$ cat config.mk
export PLATFORM = sky130hd
export DESIGN_NAME = dom_share_feeder
export DESIGN_NICKNAME = d
export VERILOG_FILES = /design/src/rtl/dom_pkg.sv /design/src/rtl/dom_lfsr.sv /design/src/rtl/dom_share_feeder.sv
export SDC_FILE = /design/constraint.sdc
export NUM_CORES = 1
export LEC_CHECK = 0
export ABC_CLOCK_PERIOD_IN_PS = 2000
export BUFFER_PORTS_ARGS = -buffer_cell sky130_fd_sc_hd__buf_2
export CAP_MARGIN = 10
export CORE_MARGIN = 8
export CORE_UTILIZATION = 49
export CTS_CLUSTER_DIAMETER = 150
export DETAILED_ROUTE_END_ITERATION = 7
export GPL_ROUTABILITY_DRIVEN = 0
export GPL_TIMING_DRIVEN = 0
export HOLD_SLACK_MARGIN = 0.08
export PLACE_DENSITY = 0.85
export SLEW_MARGIN = 20
export SYNTH_ARGS = -nofsm -noshare
export SYNTH_HDL_FRONTEND = slang
export SYNTH_SLANG_ARGS = --single-unit
$ cat constraint.sdc
create_clock -name clk -period 2 [get_ports clk]
set_input_delay 0.1 -clock clk [delete_from_list [all_inputs] [get_ports clk]]
set_output_delay 0.1 -clock clk [all_outputs]
set_load 0.05 [all_outputs]
$ cat src/rtl/dom_pkg.sv
// dom_pkg
// Shared definitions for the DOM share feeder:
//   - feederState_e : feeder FSM states
//   - NUM_SHARES    : Boolean shares per operand
//   - DRAW_W        : random bits consumed per cycle (4 mask bits + 3 refresh bits)
//   - STEPS_PER_CLK : LFSR steps taken per clock while running
//   - lfsrTaps()    : Fibonacci tap mask for a given LFSR width
package dom_pkg;

    typedef enum logic [1:0] {
        UNSEEDED = 2'd0,
        SEEDING  = 2'd1,
        READY    = 2'd2
    } feederState_e;

    localparam int unsigned NUM_SHARES    = 3;
    localparam int unsigned DRAW_W        = 7;
    localparam int unsigned STEPS_PER_CLK = 8;

    // Bit k of the mask set means polynomial term x^(k+1) feeds the XOR.
    localparam logic [63:0] TAPS_W8  = 64'h0000_0000_0000_00B8;
    localparam logic [63:0] TAPS_W16 = 64'h0000_0000_0000_D008;
    localparam logic [63:0] TAPS_W24 = 64'h0000_0000_00E1_0000;
    localparam logic [63:0] TAPS_W32 = 64'h0000_0000_8020_0003;

    // Widths without a tabulated polynomial fall back to x^W + x + 1.
    function automatic logic [63:0] lfsrTaps(input int unsigned width);
        case (width)
            8:       lfsrTaps = TAPS_W8;
            16:      lfsrTaps = TAPS_W16;
            24:      lfsrTaps = TAPS_W24;
            32:      lfsrTaps = TAPS_W32;
            default: lfsrTaps = (64'd1 << (width - 1)) | 64'd1;
        endcase
    endfunction

endpackage

$ cat src/rtl/dom_lfsr.sv
// dom_lfsr
// Fibonacci LFSR that advances STEPS_PER_CLK steps per clock.
// Ports:
//   clk, rst_n : clock, asynchronous active-low reset (state clears to 0)
//   load_i     : load seed_i this cycle (takes priority over advance_i)
//   seed_i     : value to load
//   advance_i  : step the register this cycle
//   draw_o     : low DRAW_W bits of the current state
module dom_lfsr
    import dom_pkg::*;
#(
    parameter int unsigned LFSR_W = 32
) (
    input  logic              clk,
    input  logic              rst_n,
    input  logic              load_i,
    input  logic [LFSR_W-1:0] seed_i,
    input  logic              advance_i,
    output logic [DRAW_W-1:0] draw_o
);

    localparam logic [63:0]       TAPS_ALL = lfsrTaps(LFSR_W);
    localparam logic [LFSR_W-1:0] TAPS     = TAPS_ALL[LFSR_W-1:0];

    logic [LFSR_W-1:0] state_q;
    logic [LFSR_W-1:0] state_d;
    logic [LFSR_W-1:0] stepped;

    // Unrolled multi-step advance: each step shifts left and inserts the tap parity.
    always_comb begin
        stepped = state_q;
        for (int unsigned i = 0; i < STEPS_PER_CLK; i++) begin
            stepped = {stepped[LFSR_W-2:0], ^(stepped & TAPS)};
        end
    end

    always_comb begin
        state_d = state_q;
        if (load_i) begin
            state_d = seed_i;
        end else if (advance_i) begin
            state_d = stepped;
        end
    end

    always_ff @(posedge clk or negedge rst_n) begin
        if (!rst_n) begin
            state_q <= '0;
        end else begin
            state_q <= state_d;
        end
    end

    assign draw_o = state_q[DRAW_W-1:0];

endmodule

$ cat src/rtl/dom_share_feeder.sv
// dom_share_feeder
// Splits unmasked operand bits a, b into three Boolean shares each and supplies
// three refresh bits for a 3-share DOM AND gadget, with randomness from a seeded
// LFSR that must warm up before operands are accepted.
// Ports:
//   clk, rst_n                     : clock, asynchronous active-low reset
//   seed_valid, seed, seed_ready   : seed handshake
//   in_valid, in_a, in_b, in_ready : operand handshake
//   is0, is1, is2                  : share k as {b_k, a_k}
//   refreshing                     : gadget refresh bits r0..r2
//   share_valid                    : shares/refresh valid this cycle
//   os_valid                       : gadget output valid this cycle
//   rng_fail                       : sticky randomness health failure
// Build option DOM_FEEDER_HEALTH_EN: reject zero seeds and watch for a stuck
// generator (repeated draws); without it rng_fail is tied low and a zero seed
// is loaded as 1.
module dom_share_feeder
    import dom_pkg::*;
#(
    parameter int unsigned LFSR_W = 32,
    parameter int unsigned WARMUP = 16
) (
    input  logic              clk,
    input  logic              rst_n,
    input  logic              seed_valid,
    input  logic [LFSR_W-1:0] seed,
    output logic              seed_ready,
    input  logic              in_valid,
    input  logic              in_a,
    input  logic              in_b,
    output logic              in_ready,
    output logic [1:0]        is0,
    output logic [1:0]        is1,
    output logic [1:0]        is2,
    output logic [2:0]        refreshing,
    output logic              share_valid,
    output logic              os_valid,
    output logic              rng_fail
);

    localparam logic [7:0] WARM_LAST = 8'(WARMUP - 1);

    feederState_e      state_q, state_d;
    logic [7:0]        warmCnt_q, warmCnt_d;
    logic [DRAW_W-1:0] draw;
    logic              lfsrLoad;
    logic              lfsrAdvance;
    logic [LFSR_W-1:0] lfsrSeed;
    logic              seedAccept;
    logic              inAccept;
    logic [1:0]        shares_d [NUM_SHARES];
    logic [1:0]        shares_q [NUM_SHARES];
    logic [2:0]        refresh_d, refresh_q;
    logic              shareValid_q;
    logic              osValid_q;

`ifdef DOM_FEEDER_HEALTH_EN
    localparam int unsigned REP_LIMIT   = 8;
    localparam logic [2:0]  REP_TRIP_AT = 3'(REP_LIMIT - 2);

    logic              fail_q, fail_d;
    logic [2:0]        repCnt_q, repCnt_d;
    logic [DRAW_W-1:0] prevDraw_q, prevDraw_d;
    logic              repTrip;
`endif

    dom_lfsr #(
        .LFSR_W(LFSR_W)
    ) u_lfsr (
        .clk      (clk),
        .rst_n    (rst_n),
        .load_i   (lfsrLoad),
        .seed_i   (lfsrSeed),
        .advance_i(lfsrAdvance),
        .draw_o   (draw)
    );

    // A pending seed blocks operands so the reseed wins a same-cycle collision.
    assign seed_ready = (state_q != SEEDING);
    assign in_ready   = (state_q == READY) && !seed_valid;
    assign seedAccept = seed_valid && seed_ready;
    assign inAccept   = in_valid && in_ready;

    // Next state, warm-up counting, LFSR control and (optionally) health tracking.
    // repCnt counts consecutive draws equal to the previous one, so it trips on
    // the draw that makes REP_LIMIT identical values in a row.
    always_comb begin
        state_d     = state_q;
        warmCnt_d   = warmCnt_q;
        lfsrLoad    = 1'b0;
        lfsrSeed    = seed;
        lfsrAdvance = (state_q != UNSEEDED);
`ifdef DOM_FEEDER_HEALTH_EN
        fail_d      = fail_q;
        repCnt_d    = repCnt_q;
        prevDraw_d  = prevDraw_q;
        repTrip     = 1'b0;
`endif

        if (state_q == SEEDING) begin
            warmCnt_d = warmCnt_q + 8'd1;
            if (warmCnt_q == WARM_LAST) begin
                state_d = READY;
            end
        end

`ifdef DOM_FEEDER_HEALTH_EN
        if (state_q != UNSEEDED) begin
            prevDraw_d = draw;
            if (draw == prevDraw_q) begin
                repCnt_d = repCnt_q + 3'd1;
                repTrip  = (repCnt_q == REP_TRIP_AT);
            end else begin
                repCnt_d = '0;
            end
        end
`endif

        if (seedAccept) begin
`ifdef DOM_FEEDER_HEALTH_EN
            // Inverted seed bits guarantee the first draw after a load is not a repeat.
            repCnt_d   = '0;
            prevDraw_d = ~seed[DRAW_W-1:0];
            if (seed == '0) begin
                fail_d  = 1'b1;
                state_d = UNSEEDED;
            end else begin
                fail_d    = 1'b0;
                lfsrLoad  = 1'b1;
                state_d   = SEEDING;
                warmCnt_d = '0;
            end
`else
            // An all-zero LFSR would lock up, so a zero seed becomes 1.
            lfsrLoad = 1'b1;
            if (seed == '0) begin
                lfsrSeed = LFSR_W'(1);
            end
            state_d   = SEEDING;
            warmCnt_d = '0;
`endif
        end

`ifdef DOM_FEEDER_HEALTH_EN
        if (repTrip) begin
            fail_d   = 1'b1;
            repCnt_d = '0;
            state_d  = UNSEEDED;
        end
`endif
    end

    // Share split: two random shares per operand, the third closes the XOR sum.
    // Idle cycles register zeros so stale shares never linger on the outputs.
    always_comb begin
        for (int unsigned k = 0; k < NUM_SHARES; k++) begin
            shares_d[k] = 2'b00;
        end
        refresh_d = 3'b000;
        if (inAccept) begin
            shares_d[0] = {draw[2], draw[0]};
            shares_d[1] = {draw[3], draw[1]};
            shares_d[2] = {in_b ^ draw[2] ^ draw[3], in_a ^ draw[0] ^ draw[1]};
            refresh_d   = draw[6:4];
        end
    end

    // State and output registers; os_valid trails share_valid by the gadget's register.
    always_ff @(posedge clk or negedge rst_n) begin
        if (!rst_n) begin
            state_q      <= UNSEEDED;
            warmCnt_q    <= '0;
            shares_q     <= '{default: 2'b00};
            refresh_q    <= '0;
            shareValid_q <= 1'b0;
            osValid_q    <= 1'b0;
        end else begin
            state_q      <= state_d;
            warmCnt_q    <= warmCnt_d;
            shares_q     <= shares_d;
            refresh_q    <= refresh_d;
            shareValid_q <= inAccept;
            osValid_q    <= shareValid_q;
        end
    end

`ifdef DOM_FEEDER_HEALTH_EN
    // Health monitor registers.
    always_ff @(posedge clk or negedge rst_n) begin
        if (!rst_n) begin
            fail_q     <= 1'b0;
            repCnt_q   <= '0;
            prevDraw_q <= '0;
        end else begin
            fail_q     <= fail_d;
            repCnt_q   <= repCnt_d;
            prevDraw_q <= prevDraw_d;
        end
    end

    assign rng_fail = fail_q;
`else
    assign rng_fail = 1'b0;
`endif

    assign is0         = shares_q[0];
    assign is1         = shares_q[1];
    assign is2         = shares_q[2];
    assign refreshing  = refresh_q;
    assign share_valid = shareValid_q;
    assign os_valid    = osValid_q;

endmodule

=== Word-level counts from Yosys, hierarchy flattened ===
Cells that the tools add are included.

* Register bits: 53
* Input bits: 38
* Output and inout bits: 14
* Logic and storage cells: 48

* Reduce and logical (&&, ||, !) cells: 18
* Bitwise logic cells: 4
* Equal/unequal tests: 4
* Multiplexer cells: 12
* Add/subtract/negate cells: 1

{| class="wikitable"
|+ Operators by type and width
! cell !! number
|-
| parity 32 bit || 8
|-
| 2-to-1 mux 32 bit || 4
|-
| logical NOT 32 bit || 1
|-
| 2-to-1 mux 8 bit || 2
|-
| adder 8 x 1 -> 8 bit (second input constant) || 1
|-
| == test 8 x 4 -> 1 bit (second input constant) || 1
|-
| nonzero test 2 bit || 4
|-
| 2-to-1 mux 2 bit || 3
|-
| 2-to-1 mux 6 bit || 1
|-
| bitwise XOR 1 bit || 4
|-
| logical AND 1 bit || 3
|-
| 2-to-1 mux 3 bit || 1
|-
| == test 2 x 1 -> 1 bit (second input constant) || 1
|-
| == test 2 bit (second input constant) || 1
|-
| inequality test 2 x 1 -> 1 bit (second input constant) || 1
|-
| AND reduction 2 bit || 1
|-
| logical NOT 1 bit || 1
|-
| 2-to-1 mux 1 bit || 1
|}

=== Depth between registers and ports, before layout ===
Gate-level depths: netlist of the first run.

* Word-level depth: 10
* Gate-level depth with buffers: 7
* Mapped depth without buffers: 6

=== By module ===
From an unflattened synthesis of the first run, not the netlist that was laid out.

* Cell total of the unflattened synthesis: 290
* Area total of the unflattened synthesis: 2835.2 um^2

{| class="wikitable"
|+ Modules (own cells, without submodules)
! module !! sequential area each (um^2) !! cells an instance !! area each (um^2) !! instances
|-
| dom_lfsr || 800.8 || 167 || 1765.4 || 1
|-
| dom_share_feeder || 525.5 || 123 || 1069.8 || 1
|}

=== Worst setup path after synthesis of the first run ===
OpenSTA, ideal clock, no wires.

* Kind: register -> register
* Start point: register state_q[0]
* End point: register u_lfsr.state_q[6]
* Slack: -0.127 ns
* Data required time: 1.881 ns
* Stages on the path, launching flop included: 8
* Setup time: 0.119 ns
* Path buffers: 1
* Period minus slack after synthesis: 2.127 ns
* Arrival: 2.008 ns
* Cells stage by stage: dfrtp_1 -> nor2b_1 -> clkinv_1 -> and2_1 -> clkbuf_1 -> nand2_1 -> o211ai_1 -> o21a_1

* Cells in the longest elaborated chain, start to end: 4
* Elaborated cells on any way between the ends: 7
* Classes of those cells: eq/ne (1); mux (3); reduce/logical (3)

{| class="wikitable"
|+ RTL lines
! what !! line !! RTL
|-
| start, declared || dom_share_feeder.sv:43 || <nowiki>feederState_e state_q, state_d;</nowiki>
|-
| start signal, assigned || dom_share_feeder.sv:178 || <nowiki>state_q <= state_d;</nowiki>
|-
| inequality test 2 x 1 -> 1 bit * || dom_share_feeder.sv:79 || <nowiki>assign seed_ready = (state_q != SEEDING);</nowiki>
|-
| named net seed_ready || dom_share_feeder.sv:27 || <nowiki>output logic seed_ready,</nowiki>
|-
| logical AND 1 bit * || dom_share_feeder.sv:81 || <nowiki>assign seedAccept = seed_valid && seed_ready;</nowiki>
|-
| 2-to-1 mux 32 bit / 2-to-1 mux 1 bit (equally long branches) || dom_share_feeder.sv:119 || <nowiki>if (seedAccept) begin</nowiki>
|-
| 2-to-1 mux 32 bit / nonzero test 2 bit (equally long branches) || n/a ||
|-
| end signal, assigned || dom_lfsr.sv:50 || <nowiki>state_q <= state_d;</nowiki>
|-
| end, declared || dom_lfsr.sv:25 || <nowiki>logic [LFSR_W-1:0] state_q;</nowiki>
|}

The timed path passes the listed nets; every way through them passes the cells marked *.
A chain may end at the register's enable or synchronous reset.

=== Final worst setup path of the first run ===
* Start point: register u_lfsr.state_q[19]
* End point: register u_lfsr.state_q[0]

* Cells in the longest elaborated chain, start to end: 8

{| class="wikitable"
|+ RTL lines
! what !! line !! RTL
|-
| parity 32 bit * || dom_lfsr.sv:33 || <nowiki>stepped = {stepped[LFSR_W-2:0], ^(stepped & TAPS)};</nowiki>
|-
| parity 32 bit (4 in a row) || dom_lfsr.sv:33 ||
|-
| parity 32 bit * || dom_lfsr.sv:33 ||
|-
| 2-to-1 mux 32 bit * || dom_lfsr.sv:41 || <nowiki>end else if (advance_i) begin</nowiki>
|-
| 2-to-1 mux 32 bit * || dom_lfsr.sv:39 || <nowiki>if (load_i) begin</nowiki>
|}

Every way passes the cells marked *; elsewhere a longest branch is shown, timed or not. The select of a mux whose other input is x is not followed.

==> qor.yml, run 1 <==
outcome:
  status: "finished, final reports clean"
die:
  initial_utilization_pct: 50.8
  die_h_um: 88.7
  core_area_mm2: 0.00511
  num_io_pins: 52
  placementRows: 26
  fp.dieW_um: 88.7
  floorplan_die_area_mm2: 0.00787
timing:
  max_slew_violations: 0
  fmaxAchievable_mhz: 521
  hold_ws_ns: 0.0929
  final_min_period_over_clock_period_pct: 95.9
  setup_slack_ns: 0.0819
  worst_clock_skew_ns: 0.00726
  report.final.setup_viol: 0
  report.final.hold_viol_count: 0
  period_needed_ns: 1.92
  setup_tns_ns: 0
route:
  detailedRoute.firstIterationViolations: 227
  num_vias: 2471
  remaining_drc_errors: 0
  drt-pass1-iter-count: 5
  finalWirelength_um: 6910
  drt.antenna.violating_nets: 0
  number_of_vias_per_cell: 5.57
  wl_per_cell_um: 15.6
grt:
  vias_in_the_first_global_route: 2333
  wire_length_of_the_first_global_routing_pass_um: 11000
  grt_antenna_before_repair: 0
  grt_remaining_overflow: 0
  grt_util_all_layers_pct: 18.1
  grt_start_max_net_pins: 34
placed_design:
  dp_slack_ns: -0.157
  dpl.hpwl_um: 4950
  buffer_ports.inserted: 50
yosys:
  synth_top_area_share_pct: 51.2
  synth.cell_area_mm2: 0.00259
  postSynthCellCount: 279
  yosysUniqueCellTypes: 36
  synth_warnings: 0
  postSynthNetCount: 318
  synth_top_cell_by_area: "dfrtp_1"
  async_reset_ff_share_pct: 100
  synth_area_leaders: "dfrtp_1 51%, nand2_1 9.4%, a31oi_1 6.5%, nor2_1 5.4%, xnor2_1 3.0%"
  synth.top_cells.by_count: "65 x nand2_1, 53 x dfrtp_1, 37 x nor2_1"
  yosys.cell_count.top_type: "nand2_1"
  post_synth.cell_area_avg_um2: 9.29
  ys_seq_elements: 53
  synth_flop_cell: "dfrtp_1"
  ys_seq_area_share_pct: 51.2
  synth-edff-count: 0
clocking:
  clk_transition_reported_paths_ns: 0.09
  cts_buffers: 5
  cts_root_buffer: "clkbuf_8"
  htree_levels: 2
  clock_sink_count: 53
  clock_tree.buffer_depth: 2
  tritoncts: "yes"
  clkLatencyLatePin_ns: 0.31
setup_path:
  worst_path_largest_cell_delay_ns: 0.47
  rrSetupSlack_ns: 0.08
  critical_path.endpoint_type: "register"
  crit_end: "u_lfsr.state_q[0]$_DFFE_PN0P_"
  timing.critical_path.required_ns: 2.22
  worst_ep_arrival_time_ns: 2.14
  crit_family: "XOR/XNOR gates"
  critPathSlowestCell: "dfrtp_2"
  r2r_cells: 5
  worst_r2r_startpoint: "u_lfsr.state_q[19]$_DFFE_PN0P_"
  critical_path_buf_inv_count: 0
  startpoint: "u_lfsr.state_q[19]$_DFFE_PN0P_"
  crit_path_category: "reg2reg"
  rr_endpoint: "u_lfsr.state_q[0]$_DFFE_PN0P_"
  timing.critical_path.from_type: "register"
  cp_cell_sequence: "xor2_4 > xnor2_4 > xnor3_2 > xnor3_1 > a31oi_1"
  crit_cells: 5
  critical_path_peak_fanout: 3
min_path:
  hold_path_class: "in2reg"
  hold_depth: 3
pwr:
  fin_total_pwr_w: 0.00730
  worst_ir_drop_vdd_v: 0.00124
  total_leakage_power_nw: 1.66
  pwr_density_cell_mw_per_mm2: 2110
cells_and_area:
  filler_cell_count: 379
  final_core_utilization_pct: 67.8
  area_delta_synth_final_pct: 33.5
  fraction_of_final_layout_cells_with_drive_strength_greater_than_1_pct: 22.7
  ant_cells: 0
  finish.net_count: 412
run:
  max_cap_violations: 0
-- power by group --
| part | internal [W] | switching (W) | total (W) | leakage, nW |
|---|---|---|---|---|
| clock | 0.000248 | 0.000338 | 0.000587 | 0.0385 |
| sequential | 0.00159 | 0.000491 | 0.00208 | 0.649 |
| combinational | 0.00260 | 0.00203 | 0.00464 | 0.970 |
| total | 0.00444 | 0.00286 | 0.00730 | 1.66 |
-- flip-flops by register name, indices dropped and copies added (netlist names) --
| signal | flops |
|---|---|
| state_q | 2 |
| refreshing | 3 |
| is0 | 2 |
| share_valid | 1 |
| u_lfsr.state_q | 32 |
| is2 | 2 |
| is1 | 2 |
| os_valid | 1 |
| warmCnt_q | 8 |
-- cell usage in the layout (no fill, tap or decap), types with 6 or more instances in the layout --
master / Yosys / final
o21ai_0: 13 / 13
xor2_1: 7 / 6
nand2_1: 65 / 65
nor2_1: 37 / 37
and3_1: 6 / 6
buf_2: 3 / 53
dfrtp_1: 53 / 50
buf_4: 1 / 9
dlygate4sd3_1: 0 / 28
xnor2_1: 9 / 7
clkbuf_1: 10 / 12
nor4_1: 9 / 9
a31oi_1: 27 / 27
-- layout make-up --
type | count | area [µm²] | share of cell area (%)
sequential | 53 | 1330 | 38.4
inverter | 2 | 8.76 | 0.253
clock inverter | 1 | 7.51 | 0.217
timing repair buffer | 87 | 611 | 17.6
clock buffer | 7 | 76.3 | 2.21
multi-input combinational | 210 | 1280 | 37.0
buffer | 14 | 60.1 | 1.74
tap | 70 | 87.6 | 2.53
-- tightest hold or removal path, delay by kind of cell --
family / cells / cell delay [ns]
AOI/OAI and AO/OA: 1 / 0.09
and+or+nand+nor: 1 / 0.07
buffers and inverters: 1 / 0.11
-- worst min-delay path by stage --
stage / start / endpoint / slack (ns)
2_1_floorplan: rst_n / is0[0]$_DFF_PN0_ / -0.20
4_1_cts: seed[28] / u_lfsr.state_q[28]$_DFFE_PN0P_ / 0.09
3_3_place_gp: share_valid$_DFF_PN0_ / os_valid$_DFF_PN0_ / 0.36
3_5_place_dp: rst_n / warmCnt_q[6]$_DFFE_PN0P_ / 0.09
5_1_grt: seed[28] / u_lfsr.state_q[28]$_DFFE_PN0P_ / 0.09
6_report: seed[28] / u_lfsr.state_q[28]$_DFFE_PN0P_ / 0.09
-- per-layer routing --
layer / up-vias / wire (µm) / track usage [%]
met5: - / 0 / 0
li1: 1146 / - / -
met3: 23 / 538 / 4.36
met1: 1191 / 2950 / 22.8
met4: 0 / 190 / 7.68
met2: 111 / 3230 / 28.8
-- logic make-up (layout without fill, tap and decap cells) --
logic type      after synthesis  count (layout)  synth area share [%]
compound gates               49              49                  11.3
xor+xnor                     24              24                  11.6
fa+ha+maj                     1               1                 0.483
buf+inv                      16             111                  2.61
flops                        53              53                  51.2
mux                           1               1                 0.386
other cells                   1               1                 0.145
simple gates                134             134                  22.3
-- per-stage QoR --
stage | cells | cell area (µm²)
6_report | 444 | 3460
5_1_grt | 444 | 3460
4_1_cts | 439 | 3400
3_5_place_dp | 400 | 2950
3_3_place_gp | 399 | 2930
2_1_floorplan | 279 | 2590
-- timing repair --
action / in CTS / in global routing
setup buffers: 3 / 5
gates resized for setup: 7 / 5
pin swaps: 4 / 7
hold endpoints to repair: 47 / 0
endpoints found under the setup margin: 1 / 33
hold buffers: 28 / 0
No activity file was read; power rests on OpenSTA's default activity.
==> inputs of run 2 (changes only) <==
Settings changed: PLACE_DENSITY 0.85 to 0.75, SLEW_MARGIN 20 to default.
==> qor.yml, run 2 (synthesis results as in run 1) <==
die:
  num_io_pins: 52
  floorplan_die_area_mm2: 0.00787
  initial_utilization_pct: 50.8
  placementRows: 26
  core_area_mm2: 0.00511
  die_h_um: 88.7
  fp.dieW_um: 88.7
clocking:
  tritoncts: "yes"
  clock_tree.buffer_depth: 2
  clkLatencyLatePin_ns: 0.30
  cts_root_buffer: "clkbuf_8"
  htree_levels: 2
  cts_buffers: 5
  clk_transition_reported_paths_ns: 0.09
  clock_sink_count: 53
cells_and_area:
  ant_cells: 0
  finish.net_count: 410
  layout_commonest_cell: "nand2_1"
  area_delta_synth_final_pct: 32.8
  largest_reg_by_ff_count: "u_lfsr.state_q"
  number_of_flip_flops_under_the_largest_register_name: 32
  layout.cells.most_common_list: "65 x nand2_1, 53 x buf_2, 52 x dfrtp_1"
  final_core_utilization_pct: 67.4
  fraction_of_final_layout_cells_with_drive_strength_greater_than_1_pct: 21.8
setup_path:
  timing.critical_path.from_type: "register"
  timing.critical_path.required_ns: 2.22
  cp_cell_sequence: "xor2_4 > xnor2_4 > xnor3_2 > xnor3_1 > a31oi_1"
  critical_path.endpoint_type: "register"
  critical_path_buf_inv_count: 0
  critPathSlowestCell: "dfrtp_1"
  worst_ep_arrival_time_ns: 2.18
  crit_family: "XOR/XNOR gates"
  worst_path_largest_cell_delay_ns: 0.51
  critical_path_peak_fanout: 3
  crit_path_category: "reg2reg"
  rrSetupSlack_ns: 0.05
grt:
  wire_length_of_the_first_global_routing_pass_um: 11000
  grt_util_all_layers_pct: 18.1
  vias_in_the_first_global_route: 2235
  grt_remaining_overflow: 0
  grt_start_max_net_pins: 54
  grt_antenna_before_repair: 0
timing:
  worst_clock_skew_ns: 0.00603
  setup_tns_ns: 0
  slew_headroom_pct: 62.2
  period_needed_ns: 1.95
  setup_slack_ns: 0.0452
  tightestPinTransition_ns: 0.568
  hold_ws_ns: 0.125
  report.final.hold_viol_count: 0
  report.final.setup_viol: 0
  fmaxAchievable_mhz: 512
  max_slew_violations: 0
  final_min_period_over_clock_period_pct: 97.7
placed_design:
  dp_slack_ns: -0.0708
  buffer_ports.inserted: 50
  dpl.hpwl_um: 4890
outcome:
  status: "finished, final reports clean"
route:
  drt-pass1-iter-count: 4
  num_vias: 2364
  number_of_vias_per_cell: 5.35
  finalWirelength_um: 7170
  wl_per_cell_um: 16.2
  drt.antenna.violating_nets: 0
  remaining_drc_errors: 0
  detailedRoute.firstIterationViolations: 168
pwr:
  pwr_density_cell_mw_per_mm2: 2060
  worst_ir_drop_vdd_v: 0.00138
  total_leakage_power_nw: 1.65
min_path:
  hold_path_class: "in2reg"
run:
  max_cap_violations: 0
==> run 2: changes by cell type in the layout (fill, tap and decap cells not counted), sizes merged <==
cell	change
buf	-3
dlygate4sd3	+1
==> run 2: through the flow <==
stage | area [µm²] | power (W) | instances
global placement | 2930 | 0.00581 | 399
CTS | 3350 | 0.00675 | 437
finish | 3440 | 0.00708 | 442
global route | 3440 | 0.00757 | 442
detailed placement | 2930 | 0.00588 | 399
floorplan | 2590 | 0.00519 | 279
==> run 2: routing by layer <==
metal,vias to the layer above,share of wire [%],track usage (%)
met4,0,1.3,4.61
met2,91,46,28.0
met3,12,7.8,4.27
met1,1113,45,24.7
li1,1148,-,-
met5,-,0,0
==> run 2: layout make-up <==
class / count / area [µm²]
Inverter: 2 / 8.76
Buffer: 14 / 60.1
Tap cell: 70 / 87.6
Multi-Input combinational cell: 210 / 1260
Sequential cell: 53 / 1330
Fill cell: 398 / 1660
Clock buffer: 7 / 76.3
Clock inverter: 1 / 7.51
Timing Repair Buffer: 85 / 611
==> run 2: path summary, 6_finish.rpt <==
kind / end / cells past startpoint / from
max: u_lfsr.state_q[0]$_DFFE_PN0P_ / 5 / u_lfsr.state_q[19]$_DFFE_PN0P_
max reg2reg: u_lfsr.state_q[0]$_DFFE_PN0P_ / 5 / u_lfsr.state_q[19]$_DFFE_PN0P_
max in group asynchronous: u_lfsr.state_q[0]$_DFFE_PN0P_ / 3 / rst_n
min in group asynchronous: warmCnt_q[3]$_DFFE_PN0P_ / 2 / rst_n
min: u_lfsr.state_q[4]$_DFFE_PN0P_ / 3 / seed[4]
min reg2reg: os_valid$_DFF_PN0_ / 0 / share_valid$_DFF_PN0_
==> run 2: where the power goes <==
group          switching [W]  internal, W
sequential          0.000472      0.00158
combinational        0.00196      0.00248
clock               0.000337     0.000248
total                0.00277      0.00432
==> run 2: worst register-to-register path, delay by kind of cell, from the launching register on <==
family | cells | cell delay (ns)
compound gates | 1 | 0.18
xor+xnor | 4 | 1.19
flops | 1 | 0.51
==> run 2: timing repair <==
item | 4_1_cts | 5_1_grt
pin swaps | 2 | 4
hold endpoints to repair | 60 | 0
buffers inserted | 1 | 4
hold buffers | 29 | 0
gates resized for setup | 5 | 4
setup endpoints to repair | 1 | 32
==> inputs of run 3 (changes only) <==
Settings changed: BUFFER_PORTS_ARGS -buffer_cell sky130_fd_sc_hd__buf_2 to default, CORE_UTILIZATION 49 to 56, DONT_BUFFER_PORTS from default to 1, PLACE_DENSITY 0.75 to 0.74.
==> qor.yml, run 3 (synthesis results as in run 1) <==
cells_and_area:
  fraction_of_final_layout_cells_with_drive_strength_greater_than_1_pct: 9.12
  sequential_cell_area_mm2: 0.00133
  final_area_mm2: 0.00321
  number_of_flip_flops_under_the_largest_register_name: 32
  finish.net_count: 367
  layout.cells.most_common_list: "64 x nand2_1, 52 x dfrtp_1, 38 x dlygate4sd3_1"
  multiInputGateArea_mm2: 0.00122
  filler_cell_count: 322
  ant_cells: 0
  area_delta_synth_final_pct: 23.9
  largest_reg_by_ff_count: "u_lfsr.state_q"
  layout_commonest_cell: "nand2_1"
setup_path:
  worst_r2r_startpoint: "u_lfsr.state_q[0]$_DFFE_PN0P_"
  timing.critical_path.from_type: "register"
  timing.critical_path.required_ns: 2.23
  crit_path_category: "reg2reg"
  rr_endpoint: "u_lfsr.state_q[0]$_DFFE_PN0P_"
  r2r_cells: 5
  worst_ep_arrival_time_ns: 2.18
  rrSetupSlack_ns: 0.05
  critical_path.endpoint_type: "register"
  critical_path_peak_fanout: 5
die:
  die_h_um: 84.0
  placementRows: 24
  core_area_mm2: 0.00441
  floorplan_die_area_mm2: 0.00706
  fp.dieW_um: 84.0
  num_io_pins: 52
  initial_utilization_pct: 58.7
timing:
  unrepaired_setup_endpoints_after_global_routing: "false"
  fmaxAchievable_mhz: 512
  report.final.setup_viol: 0
  final_min_period_over_clock_period_pct: 97.7
  max_slew_violations: 0
  worst_clock_skew_ns: 0.00540
  report.final.hold_viol_count: 0
  slew_headroom_pct: 32.6
  period_needed_ns: 1.95
  tightestPinTransition_ns: 1.01
  setup_tns_ns: 0
min_path:
  min-delay-start: "seed_valid"
  hold_path_class: "in2reg"
  whs_endpoint: "u_lfsr.state_q[3]$_DFFE_PN0P_"
  hold_depth: 3
route:
  finalWirelength_um: 6860
  drt-pass1-iter-count: 5
  number_of_vias_per_cell: 5.94
  detailedRoute.firstIterationViolations: 238
  wl_per_cell_um: 18.0
  num_vias: 2263
  remaining_drc_errors: 0
  drt.antenna.violating_nets: 0
placed_design:
  dpl.hpwl_um: 4670
  buffer_ports.inserted: 0
  dpl-instance-area_mm2: 0.00266
clocking:
  cts_buffers: 5
  htree_levels: 2
  cts_root_buffer: "clkbuf_8"
  tritoncts: "yes"
  clock_tree.buffer_depth: 2
  clkLatencyLatePin_ns: 0.30
  clock_sink_count: 53
  clk_transition_reported_paths_ns: 0.10
pwr:
  total_leakage_power_nw: 1.46
  worst_ir_drop_vdd_v: 0.00150
  pwr_density_cell_mw_per_mm2: 2120
grt:
  wire_length_of_the_first_global_routing_pass_um: 11300
  grt_remaining_overflow: 0
  grt_antenna_before_repair: 0
  grt_util_all_layers_pct: 19.8
  vias_in_the_first_global_route: 2217
  grt_start_max_net_pins: 54
outcome:
  status: "finished, final reports clean"
run:
  max_cap_violations: 0
run 3: changes by cell type in the layout (fill, tap and decap cells not counted), sizes merged:
| cell | previous run | this run |
|---|---|---|
| buf | 60 | 8 |
| clkbuf | 17 | 15 |
| clkinv | 1 | 2 |
| dlygate4sd3 | 29 | 38 |
| inv | 1 | 2 |
run 3: layout make-up:
cell class / count / area share [%]
multi-input combinational: 210 / 38.1
tap: 52 / 2.02
inverter: 2 / 0.389
timing repair buffer: 42 / 13.5
clock buffer: 5 / 2.14
buffer: 14 / 1.87
clock inverter: 3 / 0.662
sequential: 53 / 41.3
run 3: worst max-delay path by stage:
stage | from | end | slack, ns | cells past startpoint
floorplan | u_lfsr.state_q[1]$_DFFE_PN0P_ | u_lfsr.state_q[0]$_DFFE_PN0P_ | 0.09 | 5
global placement | state_q[0]$_DFFE_PN0P_ | u_lfsr.state_q[5]$_DFFE_PN0P_ | -0.16 | 6
detailed placement | state_q[0]$_DFFE_PN0P_ | u_lfsr.state_q[3]$_DFFE_PN0P_ | -0.18 | 6
finish | u_lfsr.state_q[0]$_DFFE_PN0P_ | u_lfsr.state_q[0]$_DFFE_PN0P_ | 0.05 | 5
CTS | seed_valid | is2[1]$_DFF_PN0_ | 0.01 | 5
global route | u_lfsr.state_q[19]$_DFFE_PN0P_ | u_lfsr.state_q[0]$_DFFE_PN0P_ | 0.003 | 5
run 3: what timing repair did:
action | CTS | global route
buffers inserted | 2 | 0
pin swaps | 2 | 0
setup endpoints to repair | 34 | 30
resized for setup | 5 | 2
hold buffers | 39 | 0
hold endpoints to repair | 99 | 0
run 3: per-stage QoR:
step / util (%) / power (W) / cells / setup WS, ns / hold WS (ns)
floorplan: - / 0.00519 / 279 / 0.0929 / -0.196
global placement: 60.2 / 0.00573 / 331 / -0.164 / -0.194
detailed placement: 60.2 / 0.00581 / 331 / -0.185 / -0.194
CTS: 72.4 / 0.00675 / 380 / 0.0132 / 0.200
global route: 72.8 / 0.00725 / 381 / 0.00316 / 0.168
finish: 72.8 / 0.00680 / 381 / 0.0459 / 0.134
run 3: per-layer routing:
| metal | share of wire [%] | GRT usage, % | vias up |
|---|---|---|---|
| met5 | 0 | 0 | - |
| met4 | 1.3 | 5.34 | 0 |
| met3 | 11 | 6.54 | 10 |
| met2 | 47 | 29.7 | 117 |
| met1 | 41 | 26.4 | 1086 |
| li1 | - | - | 1050 |
run 3: power breakdown:
| part | internal, W | total (W) | switching (W) |
|---|---|---|---|
| clock | 0.000249 | 0.000616 | 0.000366 |
| sequential | 0.00158 | 0.00204 | 0.000454 |
| combinational | 0.00238 | 0.00415 | 0.00177 |
| total | 0.00421 | 0.00680 | 0.00259 |
run 3: worst max-delay path, cell delays in order (launching register included):
cell	delay [ns]
dfrtp_2	0.46
xnor3_2	0.49
xnor2_2	0.22
xnor2_2	0.15
xnor3_1	0.40
a31oi_1	0.16
